## config.mk

```make
export PLATFORM = sky130hd
export DESIGN_NAME = mouse_cursor_tracker
export DESIGN_NICKNAME = d
export VERILOG_FILES = /design/src/rtl/mouse_cursor_tracker.sv
export SDC_FILE = /design/constraint.sdc
export NUM_CORES = 1
export LEC_CHECK = 0
export BUFFER_PORTS_ARGS = -buffer_cell sky130_fd_sc_hd__buf_2
export CAP_MARGIN = 20
export CORE_ASPECT_RATIO = 0.75
export CORE_MARGIN = 5
export CORE_UTILIZATION = 55
export DETAILED_ROUTE_END_ITERATION = 10
export PLACE_DENSITY = 0.85
export SYNTH_ARGS = -nofsm -noshare
export SYNTH_HDL_FRONTEND = slang
export SYNTH_SLANG_ARGS = --single-unit
export TNS_END_PERCENT = 5
```

## constraint.sdc

```tcl
create_clock -name clk -period 4.49 [get_ports clk]
set_input_delay 0.449 -clock clk [delete_from_list [all_inputs] [get_ports clk]]
set_output_delay 0.449 -clock clk [all_outputs]
set_load 0.1 [all_outputs]
```

## src/rtl/mouse_cursor_tracker.sv

```systemverilog
// PS/2 mouse packet integrator: clamped cursor position plus draw requests while left is held.
// Build option: define CURSOR_ACCEL_EN to double deltas whose magnitude exceeds ACCEL_THRESH.
module mouse_cursor_tracker #(
    parameter int SCREEN_W     = 640,
    parameter int SCREEN_H     = 480,
    parameter int COORD_BITS   = 10,
    parameter int INIT_X       = 320,
    parameter int INIT_Y       = 240,
    parameter int ACCEL_THRESH = 8
) (
    input  logic                  clk,
    input  logic                  reset,
    input  logic                  data_ready,
    output logic                  read,
    input  logic [8:0]            x_increment,
    input  logic [8:0]            y_increment,
    input  logic                  left_button_in,
    input  logic                  right_button_in,
    output logic [COORD_BITS-1:0] cursor_x,
    output logic [COORD_BITS-1:0] cursor_y,
    output logic                  left_button,
    output logic                  right_button,
    output logic                  cursor_moved,
    output logic                  draw_valid,
    input  logic                  draw_ready,
    output logic [COORD_BITS-1:0] draw_x,
    output logic [COORD_BITS-1:0] draw_y,
    output logic [1:0]            o_state
);

    // Handshakes: a packet is taken when data_ready=1 in S_IDLE and acknowledged by a
    // one-cycle read; a draw transfers on the clk edge where draw_valid=1 and draw_ready=1,
    // and draw_x/draw_y hold steady for as long as draw_valid stays high.

    localparam int CW = COORD_BITS + 2;
    localparam logic signed [CW-1:0] MAX_X = CW'(SCREEN_W - 1);
    localparam logic signed [CW-1:0] MAX_Y = CW'(SCREEN_H - 1);
    localparam logic signed [CW-1:0] THR   = CW'(ACCEL_THRESH);
`ifdef CURSOR_ACCEL_EN
    localparam bit ACCEL_ON = 1'b1;
`else
    localparam bit ACCEL_ON = 1'b0;
`endif

    typedef enum logic [1:0] {S_IDLE, S_ACK, S_UPDATE, S_DRAW} state_t;

    state_t                  r_state;
    state_t                  w_state_next;
    logic [8:0]              r_dx;
    logic [8:0]              r_dy;
    logic                    r_lb_lat;
    logic                    r_rb_lat;
    logic [COORD_BITS-1:0]   r_cursor_x;
    logic [COORD_BITS-1:0]   r_cursor_y;
    logic                    r_left;
    logic                    r_right;
    logic                    r_moved;
    logic [COORD_BITS-1:0]   r_draw_x;
    logic [COORD_BITS-1:0]   r_draw_y;

    logic signed [CW-1:0]    w_dx_ext;
    logic signed [CW-1:0]    w_dy_ext;
    logic signed [CW-1:0]    w_dx_mag;
    logic signed [CW-1:0]    w_dy_mag;
    logic signed [CW-1:0]    w_dx_eff;
    logic signed [CW-1:0]    w_dy_eff;
    logic signed [CW-1:0]    w_nx;
    logic signed [CW-1:0]    w_ny;
    logic [COORD_BITS-1:0]   w_cx;
    logic [COORD_BITS-1:0]   w_cy;

    function automatic logic [COORD_BITS-1:0] clamp(input logic signed [CW-1:0] v,
                                                     input logic signed [CW-1:0] vmax);
        if (v[CW-1])
            return '0;
        else if (v > vmax)
            return vmax[COORD_BITS-1:0];
        else
            return v[COORD_BITS-1:0];
    endfunction

    // Widened signed arithmetic so that add/subtract and the optional doubling never wrap.
    assign w_dx_ext = {{(CW-9){r_dx[8]}}, r_dx};
    assign w_dy_ext = {{(CW-9){r_dy[8]}}, r_dy};
    assign w_dx_mag = r_dx[8] ? -w_dx_ext : w_dx_ext;
    assign w_dy_mag = r_dy[8] ? -w_dy_ext : w_dy_ext;
    assign w_dx_eff = (ACCEL_ON && (w_dx_mag > THR)) ? (w_dx_ext <<< 1) : w_dx_ext;
    assign w_dy_eff = (ACCEL_ON && (w_dy_mag > THR)) ? (w_dy_ext <<< 1) : w_dy_ext;
    assign w_nx     = $signed({2'b00, r_cursor_x}) + w_dx_eff;
    assign w_ny     = $signed({2'b00, r_cursor_y}) - w_dy_eff;
    assign w_cx     = clamp(w_nx, MAX_X);
    assign w_cy     = clamp(w_ny, MAX_Y);

    always_comb begin
        w_state_next = r_state;
        case (r_state)
            S_IDLE:   if (data_ready) w_state_next = S_ACK;
            S_ACK:    w_state_next = S_UPDATE;
            S_UPDATE: w_state_next = r_lb_lat ? S_DRAW : S_IDLE;
            S_DRAW:   if (draw_ready) w_state_next = S_IDLE;
            default:  w_state_next = S_IDLE;
        endcase
    end

    always_ff @(posedge clk) begin
        if (reset) begin
            r_state    <= S_IDLE;
            r_dx       <= '0;
            r_dy       <= '0;
            r_lb_lat   <= 1'b0;
            r_rb_lat   <= 1'b0;
            r_cursor_x <= COORD_BITS'(INIT_X);
            r_cursor_y <= COORD_BITS'(INIT_Y);
            r_left     <= 1'b0;
            r_right    <= 1'b0;
            r_moved    <= 1'b0;
            r_draw_x   <= '0;
            r_draw_y   <= '0;
        end else begin
            r_state <= w_state_next;
            r_moved <= 1'b0;
            if (r_state == S_IDLE && data_ready) begin
                r_dx     <= x_increment;
                r_dy     <= y_increment;
                r_lb_lat <= left_button_in;
                r_rb_lat <= right_button_in;
            end
            if (r_state == S_UPDATE) begin
                r_cursor_x <= w_cx;
                r_cursor_y <= w_cy;
                r_left     <= r_lb_lat;
                r_right    <= r_rb_lat;
                r_moved    <= (w_cx != r_cursor_x) || (w_cy != r_cursor_y);
                if (r_lb_lat) begin
                    r_draw_x <= w_cx;
                    r_draw_y <= w_cy;
                end
            end
        end
    end

    assign read         = (r_state == S_ACK);
    assign draw_valid   = (r_state == S_DRAW);
    assign cursor_x     = r_cursor_x;
    assign cursor_y     = r_cursor_y;
    assign left_button  = r_left;
    assign right_button = r_right;
    assign cursor_moved = r_moved;
    assign draw_x       = r_draw_x;
    assign draw_y       = r_draw_y;
    assign o_state      = r_state;

endmodule

```

======== Word-level counts from Yosys, hierarchy flattened ========
Cells that the tools add are included.
operators by class
  mux-type cells .......................... 8
  add/subtract/negate cells ............... 2
  bitwise operators ....................... 1
  reductions and logical operators ........ 6
  equality and inequality tests ........... 7
  order comparisons ....................... 2
operators by type and width
  operator                                                                           count
  10-bit two-way mux                                                                 4
  10-bit != test                                                                     2
  11-bit by 9-bit adder with 12-bit output                                           1
  12-bit by 10-bit greater-than comparator with 1-bit output, second input constant  1
  12-bit by 11-bit greater-than comparator with 1-bit output, second input constant  1
  11-bit by 9-bit subtractor with 12-bit output                                      1
  2-bit one-hot mux with 4 select lines                                              1
  2-bit two-way mux                                                                  3
  2-bit == test, second input constant                                               2
  2-bit AND reduction                                                                2
  2-bit by 1-bit == test with 1-bit output, second input constant                    1
  2-bit logical NOT                                                                  1
  2-bit by 1-bit != test with 1-bit output, second input constant                    1
  2-bit != test, second input constant                                               1
  2-bit OR reduction                                                                 1
  1-bit logical AND                                                                  1
  1-bit logical OR                                                                   1
  1-bit NOT                                                                          1
word-level totals
  word-level logic and storage cells ...... 38
  output and inout port bits .............. 47
  flip-flop bits (word level) ............. 65
  bits of input ports ..................... 24

======== Longest topological paths before layout ========
  depth after elaboration ................. 6
  mapped depth ............................ 14
  mapped depth without buffers ............ 14

======== Least setup slack after synthesis ========
No wires, ideal clock.
  path kind ............................... register to register
  start point ............................. reg r_cursor_x[0] (netlist: cursor_x[0])
  end point ............................... reg r_moved (netlist: cursor_moved)
  cell stages (with the launch flop) ...... 15
  arrival time ............................ 3.702 ns
  period minus slack after synthesis ...... 3.831 ns
  buffers on the path ..................... 1
  slack ................................... 0.659 ns
  cell sequence ........................... dfxtp_1 -> ha_1 -> inv_1 -> fa_1 -> nand2b_1 -> a21oi_1 -> o41a_1 -> a21oi_1 -> o211a_1 -> or2_1 -> clkbuf_2 -> a31o_2 -> xnor2_1 -> nor4b_1 -> a21oi_1
on the way
  cells in the longest elaborated chain, start to end .. 6
RTL lines
  what                                                        line  text
  start, declared                                             53    logic [COORD_BITS-1:0] r_cursor_x;
  start signal, assigned                                      112   r_cursor_x <= COORD_BITS'(INIT_X);
  start signal, assigned                                      129   r_cursor_x <= w_cx;
  11-bit by 9-bit adder with 12-bit output                    89    assign w_nx = $signed({2'b00, r_cursor_x}) + w_dx_eff;
  12-bit by 11-bit greater-than comparator with 1-bit output  76    else if (v > vmax)
  10-bit two-way mux                                          76
  10-bit two-way mux                                          74    if (v[CW-1])
  10-bit != test *                                            133   r_moved <= (w_cx != r_cursor_x) || (w_cy != r_cursor_y);
  1-bit logical OR *                                          133
  end signal, assigned                                        133
  end, declared                                               57    logic r_moved;
Every way passes the cells marked *; elsewhere a longest branch is shown, timed or not.
A chain may end at the register's enable or synchronous reset.

======== Final worst setup path ========
  start point ............................. reg r_cursor_y[0] (netlist: cursor_y[0])
  end point ............................... reg r_moved (netlist: cursor_moved)
on the way
  cells in the longest elaborated chain, start to end .. 6
RTL lines
  what                                                        line  text
  start, declared                                             54    logic [COORD_BITS-1:0] r_cursor_y;
  start signal, assigned                                      113   r_cursor_y <= COORD_BITS'(INIT_Y);
  start signal, assigned                                      130   r_cursor_y <= w_cy;
  11-bit by 9-bit subtractor with 12-bit output               90    assign w_ny = $signed({2'b00, r_cursor_y}) - w_dy_eff;
  12-bit by 10-bit greater-than comparator with 1-bit output  76
  10-bit two-way mux                                          76
  10-bit two-way mux                                          74
  10-bit != test *                                            133
  1-bit logical OR *                                          133
Marks and branches as above.

==> results.toml <==
[routing]
totalWireLength_mm = 12.1
via_per_inst = 6.00
dr.pass1.iters = 5
drc_errors = 0
dr_total_vias = 4358
wl_per_cell_um = 16.7
ant_nets = 0
drtIter0Drc = 474

[global_routing]
grt_pass1_wl_mm = 19.7
grt_max_degree = 59
antenna_found_initial = 0
grt_pass1_vias = 3914
overflow = 0
track_usage_pct = 24.6

[worst_setup_path]
startpoint_type = "flip-flop"
critPathTopFamily = "compound AO/OA/AOI/OAI gates"
cp_num_buf_inv = 2
ff2ff_setup_slack_ns = 0.86
timing.rr.end = "cursor_moved"
crit_fanout = 7
startpoint = "cursor_y[0]"
slowest_stage = "fa_1"
arrival_ns = 3.85
crit_chain = "inv_1 > ha_1 > inv_1 > fa_1 > a211oi_1 > o21ai_2 > o21a_1 > o32a_1 > nor2_4 > o21ai_1 > o21ai_1 > o2111ai_1 > nor4_2 > a21oi_1"
worst_r2r_path_depth = 14
crit_path_max_incr_delay_ns = 0.42
crit_type = "reg -> reg"
r2r_start = "cursor_y[0]"
worstSetupEndpointType = "flip-flop"
required_ns = 4.72

[synth]
syn_area_per_cell_um2 = 7.58
yosysTopAreaCellShare_pct = 30.5
synthArstFlopShare_pct = 0
synth_edf_count = 0
synthFlopType = "dfxtp_1"
synthTopCellsByArea = "dfxtp_1 (31%), a21oi_1 (8.8%), nand2_1 (8.4%)"
synth_area_mm2 = 0.00426
ys_types = 75
syn-num-nets = 610
yosysSeqAreaShare_pct = 30.5
yosysWarnings = 0
synth_cells = 562
synth_seq_cells = 65
synth_top_cell_by_area = "dfxtp_1"

[cts]
clk_pin_slew_ns = 0.09
root_buffer = "clkbuf_8"
cts-buffers-inserted = 9
clock-sinks = 65
post_cts_resized = 0
h-tree-depth = 3
postCtsSetupBuffers = 0
clk_latency_ns = 0.35
hold_buffers = 0
ctsLongestPathBuffers = 2
cts_tree = "done"

[worst_hold_path]
hold_class = "in -> reg"
hold_end = "r_dy[0]"
min-delay-start = "y_increment[0]"
holdPathStages = 3

[power]
p_leak_nw = 2.01
total_power_w = 0.00165
power.density_mw_per_mm2 = 339
ir_drop_uv = 212

[timing]
fin_crit_ns = 3.63
max-slew-margin-rel_pct = 30.1
fmax_ghz = 0.276
worst_pin_slew_ns = 1.05
rsz0062_at_grt = "false"
tns_ns = 0
finClkSkew_ns = 0.0124
slew_violations = 0
finalCritPeriodShare_pct = 80.8
setup_viol = 0
hold_violations = 0

[layout]
drive_above_1_share_pct = 17.4
final_common_cell = "nand2_1"
area_growth_pct = 13.8
final_cell_mix = "nand2_1 (95), a21oi_1 (75), buf_2 (70)"
diodes = 0
nets = 668

[floorplan]
start_util_pct = 57.3
die_x_um = 112
fp.dieH_um = 86.2
core_area_mm2 = 0.00743
die_area_mm2 = 0.00963
io_pins = 71
core.rowCount = 27

[placement]
place_congestion = 0.909
hpwl_mm = 9.07
numPortBuffers = 70

[flow_run]
cap_violations = 0

[outcome]
status = "completed"
[worst max-delay path by stage]
stage / endpoint / cells past startpoint
2_1_floorplan: cursor_moved / 14
3_3_place_gp: cursor_moved / 14
3_5_place_dp: cursor_moved / 14
4_1_cts: cursor_moved / 14
5_1_grt: cursor_moved / 14
6_report: cursor_moved / 14
[where the power goes]
part           total (W)  internal (W)  switching, W
registers       0.000626      0.000599     0.0000277
clock network   0.000462      0.000205      0.000257
logic           0.000557      0.000184      0.000373
[sequential cells by signal, indices dropped and copies added, names as in the netlist]
name,flops
r_dx,9
left_button,1
draw_y,10
cursor_x,10
cursor_moved,1
r_rb_lat,1
right_button,1
o_state,2
r_lb_lat,1
r_dy,9
draw_x,10
cursor_y,10
[worst reg2reg max path, cell delays in order (launching register included)]
cell	delay, ns
dfxtp_1	0.38
inv_1	0.10
ha_1	0.16
inv_1	0.05
fa_1	0.42
a211oi_1	0.33
o21ai_2	0.16
o21a_1	0.22
o32a_1	0.39
nor2_4	0.21
o21ai_1	0.20
o21ai_1	0.32
o2111ai_1	0.18
nor4_2	0.27
a21oi_1	0.11
[cell type report]
cell class	instances	area, um2
Multi-Input combinational cell	440	2740
Fill cell	630	2580
Sequential cell	65	1300
Timing Repair Buffer	73	393
Tap cell	101	126
Clock buffer	9	124
Inverter	31	116
Clock inverter	7	53.8
[kinds of logic after synthesis]
logic type      after synthesis  share of synthesized area [%]
flops                        65                           30.5
mux                           5                           1.23
buf+inv                      57                           5.28
compound gates              181                           28.5
simple gates                217                           24.4
fa+ha+maj                    24                           7.40
xor+xnor                     13                           2.67
[metrics by stage]
| stage | setup slack (ns) | cell area (um2) | hold WS (ns) | util [%] | cells |
|---|---|---|---|---|---|
| after detailed placement | 0.930 | 4640 | 0.448 | 62.4 | 708 |
| after global routing | 0.611 | 4850 | 0.328 | 65.3 | 726 |
| after floorplan | 0.659 | 4260 | 0.432 | - | 562 |
| final | 0.864 | 4850 | 0.325 | 65.3 | 726 |
| after global placement | 1.01 | 4640 | 0.440 | 62.4 | 708 |
| after CTS | 0.887 | 4810 | 0.315 | 64.8 | 724 |
[synth_stat cells, types with 2 or more instances]
master / n
nand2_1: 95
a21oi_1: 75
dfxtp_1: 65
nor2_1: 45
inv_1: 31
clkbuf_1: 22
ha_1: 22
o21ai_0: 17
a211oi_1: 13
nor3_1: 13
nand2b_1: 12
o211ai_1: 11
xnor2_1: 8
a21o_1: 7
and3_1: 7
nand3_1: 6
nor2b_1: 6
or3_1: 6
and2_1: 5
o21a_1: 5
o31a_1: 5
xor2_1: 5
o221ai_1: 4
mux2i_1: 3
nand4_1: 3
o21ai_1: 3
or2_2: 3
a211o_1: 2
a211oi_2: 2
a221oi_1: 2
a311oi_1: 2
a31oi_1: 2
a32o_1: 2
buf_2: 2
fa_1: 2
mux2_2: 2
nand4b_1: 2
nor3b_1: 2
nor4_1: 2
nor4b_1: 2
o21ai_2: 2
o21bai_1: 2
o311ai_0: 2
o32ai_1: 2
[metal layers]
| metal | GRT usage (%) | up-vias | routed length, um |
|---|---|---|---|
| met4 | 4.86 | 0 | 127 |
| met5 | 0 | - | 0 |
| met3 | 7.33 | 13 | 1350 |
| met2 | 34.3 | 205 | 4870 |
| met1 | 37.4 | 1999 | 5780 |
| li1 | - | 2141 | - |
(Power assumes the default switching activity.)
